$ cat src/rtl/key_debouncer.sv
// Push-button front end: synchronises four active-low keys, debounces them and emits
// one-cycle press pulses with optional auto-repeat. ANY_PRESS is a clock enable, never a clock.
module key_debouncer #(
    parameter int DEBOUNCE_CYCLES = 500000,
    parameter int REPEAT_DELAY    = 25000000,
    parameter int REPEAT_PERIOD   = 5000000
) (
    input  logic       CLK,
    input  logic       CLR,
    input  logic [3:0] KEY,
    output logic [3:0] PRESSED,
    output logic [3:0] PRESS,
    output logic       ANY_PRESS,
    output logic [7:0] key_state
);

    localparam int RMAX = (REPEAT_DELAY > REPEAT_PERIOD) ? REPEAT_DELAY : REPEAT_PERIOD;
    localparam int CW   = $clog2(DEBOUNCE_CYCLES + 1);
    localparam int TW   = $clog2(RMAX + 1);

    localparam logic [CW-1:0] CNT_LAST    = CW'(DEBOUNCE_CYCLES - 1);
    localparam logic [TW-1:0] DELAY_LAST  = TW'((REPEAT_DELAY > 0) ? REPEAT_DELAY - 1 : 0);
    localparam logic [TW-1:0] PERIOD_LAST = TW'(REPEAT_PERIOD - 1);

    typedef enum logic [1:0] {
        RELEASED  = 2'd0,
        HOLD_WAIT = 2'd1,
        REPEATING = 2'd2
    } key_state_t;

    logic [3:0]    s1, s2;
    logic [3:0]    pressed_nx, press_nx;
    logic [CW-1:0] cnt [4];
    logic [CW-1:0] cnt_nx [4];
    logic [TW-1:0] timer [4];
    logic [TW-1:0] timer_nx [4];
    key_state_t    state [4];
    key_state_t    state_nx [4];

    always_ff @(posedge CLK) begin
        if (CLR) begin
            s1      <= 4'hF;
            s2      <= 4'hF;
            PRESSED <= 4'h0;
            PRESS   <= 4'h0;
            for (int i = 0; i < 4; i++) begin
                cnt[i]   <= '0;
                timer[i] <= '0;
                state[i] <= RELEASED;
            end
        end else begin
            s1      <= KEY;
            s2      <= s1;
            PRESSED <= pressed_nx;
            PRESS   <= press_nx;
            for (int i = 0; i < 4; i++) begin
                cnt[i]   <= cnt_nx[i];
                timer[i] <= timer_nx[i];
                state[i] <= state_nx[i];
            end
        end
    end

    always_comb begin
        pressed_nx = PRESSED;
        press_nx   = 4'h0;
        for (int i = 0; i < 4; i++) begin
            cnt_nx[i]   = '0;
            timer_nx[i] = timer[i];
            state_nx[i] = state[i];

            // Any agreeing cycle leaves cnt_nx at zero, which is what rejects bounces.
            if (~s2[i] != PRESSED[i]) begin
                if (cnt[i] == CNT_LAST) begin
                    pressed_nx[i] = ~PRESSED[i];
                end else begin
                    cnt_nx[i] = cnt[i] + 1'b1;
                end
            end

            if (PRESSED[i] && !pressed_nx[i]) begin
                state_nx[i] = RELEASED;
                timer_nx[i] = '0;
            end else begin
                case (state[i])
                    RELEASED: begin
                        if (!PRESSED[i] && pressed_nx[i]) begin
                            state_nx[i] = HOLD_WAIT;
                            press_nx[i] = 1'b1;
                            timer_nx[i] = '0;
                        end
                    end
                    HOLD_WAIT: begin
                        // A zero delay parks the key here: one pulse per press, no repeat.
                        if (REPEAT_DELAY != 0) begin
                            if (timer[i] == DELAY_LAST) begin
                                state_nx[i] = REPEATING;
                                press_nx[i] = 1'b1;
                                timer_nx[i] = '0;
                            end else begin
                                timer_nx[i] = timer[i] + 1'b1;
                            end
                        end
                    end
                    REPEATING: begin
                        if (timer[i] == PERIOD_LAST) begin
                            press_nx[i] = 1'b1;
                            timer_nx[i] = '0;
                        end else begin
                            timer_nx[i] = timer[i] + 1'b1;
                        end
                    end
                    default: begin
                        state_nx[i] = RELEASED;
                        timer_nx[i] = '0;
                    end
                endcase
            end
        end
    end

    assign ANY_PRESS = |PRESS;
    assign key_state = {state[3], state[2], state[1], state[0]};

endmodule

$ cat config.mk
export PLATFORM = sky130hd
export DESIGN_NAME = key_debouncer
export DESIGN_NICKNAME = d
export VERILOG_FILES = /design/src/rtl/key_debouncer.sv
export SDC_FILE = /design/constraint.sdc
export NUM_CORES = 1
export LEC_CHECK = 0
export ABC_AREA = 1
export BUFFER_PORTS_ARGS = -buffer_cell sky130_fd_sc_hd__buf_2
export CAP_MARGIN = 15
export CORE_AREA = 3 3 139 141
export CTS_CLUSTER_SIZE = 10
export DETAILED_ROUTE_END_ITERATION = 12
export DIE_AREA = 0 0 142 144
export PLACE_DENSITY = 0.88
export SLEW_MARGIN = 20
export SYNTH_ARGS = -nofsm -noshare
export SYNTH_HDL_FRONTEND = slang
export SYNTH_SLANG_ARGS = --single-unit
$ cat constraint.sdc
create_clock -name CLK -period 3.25 [get_ports CLK]
set_input_delay 0.65 -clock CLK [delete_from_list [all_inputs] [get_ports CLK]]
set_output_delay 0.65 -clock CLK [all_outputs]
set_load 0.05 [all_outputs]
Word level (Yosys, flattened, before mapping)
Memories as Yosys holds them, arrays and structs flattened.
Cells that the tools add are included.

storage, ports and cells
  register bits = 16
  RAM bits = 184
  output and inout bits = 17
  logic and storage cells = 170
  memories kept = 3

cells by class
  add/sub/neg operators = 8
  eq/ne operators = 24
  mux-type cells = 83
  bitwise operators = 20
  reduce and logical (&&, ||, !) cells = 25

memories
  memory  words  width  rd ports  clocked after Yosys merged registers in  write ports  RTL line  RTL
  timer   4      25     4         0                                        4            35        logic [TW-1:0] timer [4];
  cnt     4      19     4         0                                        4            33        logic [CW-1:0] cnt [4];
  state   4      2      4         0                                        4            37        key_state_t state [4];

operator list
  kind                                                   count
  two-way mux 25 bit                                     20
  case mux 25 bit (3 select lines)                       4
  two-way mux 19 bit                                     12
  adder 25 x 1 -> 25 bit, second input constant          4
  equality test 25 x 23 -> 1 bit, second input constant  4
  equality test 25 bit, second input constant            4
  adder 19 x 1 -> 19 bit, second input constant          4
  equality test 19 bit, second input constant            4
  two-way mux 2 bit                                      16
  case mux 2 bit (3 select lines)                        4
  two-way mux 1 bit                                      23
  bitwise OR 1 bit                                       12
  case mux 1 bit (3 select lines)                        4
  equality test 2 x 1 -> 1 bit, second input constant    4
  equality test 2 bit, second input constant             4
  logical AND 1 bit                                      8
  logical NOT 1 bit                                      8
  logical NOT 2 bit                                      4
  NOT 1 bit                                              8
  OR reduction 2 bit                                     4
  != test 1 bit                                          4
  OR reduction 4 bit                                     1

Depth between registers and ports, before layout
  depth in word-level cells = 8
  mapped depth = 13
  gate-level depth less buffers = 13

Least setup slack after synthesis
No wires, ideal clock.

  kind = reg2out
  start point = reg PRESS[1]
  end point = out ANY_PRESS
  arrival = 1285 ps
  data required time = 2600 ps
  path slack = 1315 ps
  stages on the path, launching flop included = 2
  buffers on the path = 0
  cell sequence = dfxtp_1 -> or4_1

on the way
  word-level cells in the longest chain between the ends = 1

RTL lines
  what                    RTL line  RTL
  start, declared         12        output logic [3:0] PRESS,
  start signal, assigned  55        PRESS <= press_nx;
  OR reduction 4 bit      122       assign ANY_PRESS = |PRESS;
  end, declared           13        output logic ANY_PRESS,

No other way between the ends.

==> impl_metrics.env <==
export IMPL_crit_chain="ha_1, nand2_1, inv_2, nand2_1, or2_1, nor2_2, nand2_1, nand3_1, inv_1, o21ai_0, a21oi_1"
export IMPL_power_frac_comb_pct=1.4
export IMPL_timing_fmax_ghz=0.452
export IMPL_core_area_um2=18100
export IMPL_syn_num_nets=1853
export IMPL_grt_setup_unrepaired="no"
export IMPL_grt_antenna_before_repair=0
export IMPL_start_util_pct=65.2
export IMPL_report_final_setup_viol=0
export IMPL_gp_congestion=0.963
export IMPL_p_sw_share_pct=23.8
export IMPL_postCtsSetupRepairBufs=0
export IMPL_drt_initial_drc_count=757
export IMPL_fp_dieW_um=142
export IMPL_top_layer="met4"
export IMPL_ant_nets=0
export IMPL_clkTransAtPathRegs_ps=80
export IMPL_io_pins=23
export IMPL_wl_met2_um=12400
export IMPL_yosysWarnings=0
export IMPL_holdCritPathClass="in2reg"
export IMPL_finalHoldViolations=0
export IMPL_final_max_slew_violation_count=0
export IMPL_cts_max_path_buffers=2
export IMPL_slew_headroom_pct=51.9
export IMPL_first_pass_iters=7
export IMPL_vias_per_cell=5.49
export IMPL_cts_max_level=4
export IMPL_synthToLayoutAreaGrowth_pct=6.37
export IMPL_required_ps=3580
export IMPL_pwr_density_cell_nw_per_um2=366
export IMPL_p_switching_mw=1.09
export IMPL_drc_errors=0
export IMPL_finalSetupTns_ps=0
export IMPL_wire_per_inst_um=12.6
export IMPL_cts_sinks=200
export IMPL_mostFrequentLayoutCells="443 x nand2_1, 289 x nor2_1, 230 x inv_1"
export IMPL_first_global_vias=10200
export IMPL_drive_gt1_share_pct=7.48
export IMPL_grt_max_degree=44
export IMPL_grt_total_usage_pct=25.8
export IMPL_portBuffers=22
export IMPL_ys_seq_area_share_pct=33.9
export IMPL_cts_tree="yes"
export IMPL_ir_worst_vdd_uv=371
export IMPL_cp_common_cell="nand2_1"
export IMPL_post_route_period_util_pct=68.1
export IMPL_pwr_share_seq_pct=53.6
export IMPL_overflow=0
export IMPL_vias=11400
export IMPL_insertion_delay_ps=450
export IMPL_synth_edf_count=0
export IMPL_p_total_mw=4.59
export IMPL_cts_root_buf="clkbuf_16"
export IMPL_synth_top_cell_area_share_pct=33.9
export IMPL_cts_buffers=17
export IMPL_ctsHoldBuffers=0
export IMPL_yosysTopAreaCell="dfxtp_1"
export IMPL_hpwl_um=18900
export IMPL_grt_pass1_wl_um=45100
export IMPL_cpPeakStageDelay_ps=430
export IMPL_slowest_stage="nand3_1"
export IMPL_critPathKind="reg2reg"
export IMPL_crit_fanout=15
export IMPL_die_height_um=144
export IMPL_synth_ff_type="dfxtp_1"
export IMPL_crit_path_start_kind="register"
export IMPL_finalClockSkew_ps=13.3
export IMPL_async_flop_share_pct=0
export IMPL_p_int_mw=3.50
export IMPL_netlist_area_um2=11800
export IMPL_dieArea_um2=20400
export IMPL_worstPathArrival_ps=2540
export IMPL_status="finished, final reports clean"
export IMPL_cp_end_kind="register"
export IMPL_met3WireLength_um=1400
export IMPL_ys_types=48
export IMPL_worst_slew_pin_transition_ps=714
export IMPL_placementRows=49
export IMPL_cap_violations=0
export IMPL_syn_area_per_cell_um2=6.48
export IMPL_netlist_instances=1821
export IMPL_cts_resized_gates=0
export IMPL_ys_ff_latch=200
export IMPL_final_common_cell="nand2_1"
export IMPL_wl_um=26200
export IMPL_wl_met1_um=12100
export IMPL_pwr_share_clk_pct=45.0
export IMPL_synth_area_leaders="dfxtp_1 34%, nand2_1 14%, nor2_1 9.2%"
export IMPL_p_leak_nw=4.94
export IMPL_n_antenna_cell=0
export IMPL_layout_min_cycle_time_ps=2210
export IMPL_nNetsFinal=1864
==> critical path: cells and delay by family (launching register included) <==
| kind | cells | cell delay (ps) |
|---|---|---|
| AND/OR/NAND/NOR | 6 | 1070 |
| flip-flops | 1 | 360 |
| buffers and inverters | 2 | 280 |
| AO/OA/AOI/OAI | 2 | 210 |
| adder cells (fa/ha/maj) | 1 | 180 |
==> power by group through the flow <==
stage | Clock (mW) | Sequential [mW] | Combinational [mW]
finish | 2.06 | 2.46 | 0.0661
global route | 2.21 | 2.46 | 0.0741
CTS | 2.11 | 2.46 | 0.0661
detailed placement | 0 | 2.52 | 0.0655
global placement | 0 | 2.51 | 0.0642
floorplan | 0 | 2.51 | 0.0508
==> metal layers <==
metal / vias to the layer above / GRT usage, %
met5: - / 0
met4: 0 / 8.18
met3: 33 / 4.10
met2: 326 / 43.3
met1: 5172 / 34.4
li1: 5854 / -
==> kinds of logic (layout without fill, tap and decap cells) <==
family	after synthesis	in the layout	synth area share (%)
xor+xnor	58	58	4.30
fa+ha+maj	26	26	2.76
compound gates	161	161	7.26
buf+inv	276	300	9.78
flops	200	200	33.9
simple gates	1100	1100	42.0
==> state kept, by name, summed over array words and instances, names as in the netlist <==
name     cells
state        8
cnt         76
PRESS        4
s2           4
timer      100
s1           4
PRESSED      4
==> through the flow <==
stage	utilization (%)	cells	setup slack, ps	hold slack, ps	instance area (um2)
6_report	69.4	2074	1040	383	12600
4_1_cts	69.4	2074	1050	371	12600
3_3_place_gp	66.2	2042	983	401	12000
3_5_place_dp	66.2	2042	906	401	12000
2_1_floorplan	-	1821	1310	389	11800
5_1_grt	69.4	2074	828	382	12600
==> synth_stat cells (2+ instances only) <==
library cell	n
clkbuf_1	7
o21a_1	6
nor2_2	12
nand4_1	66
nand2_2	16
nand2_1	443
buf_2	10
nand3_2	9
nor2_1	289
clkinv_1	2
inv_1	230
nor4_1	8
nand3_1	157
buf_6	7
dfxtp_1	200
o22ai_1	3
nor3b_1	8
a21oi_1	95
nor3_2	6
ha_1	26
nand3b_1	7
a31oi_1	2
or2_2	11
and3_1	3
a21o_1	2
o21ai_1	9
xnor2_1	8
buf_4	6
nor3_1	47
inv_2	11
nand2_4	8
xor2_1	50
o21ai_0	38
nor2_4	5
==> worst paths after layout <==
path             start    endpoint  slack [ps]  cells past startpoint
min             KEY[1]       s1[1]         380                      2
min reg2reg      s1[0]       s2[0]         420                      1
max reg2reg  cnt[2][0]  cnt[2][14]        1040                     11
max          cnt[2][0]  cnt[2][14]        1040                     11
==> cell type report <==
cell class	count	area (um2)
Tap cell	229	287
Sequential cell	200	4000
Inverter	244	918
Clock inverter	15	150
Clock buffer	17	425
Fill cell	1471	5530
Multi-Input combinational cell	1345	6640
Timing Repair Buffer	24	125
(Power assumes the default switching activity.)
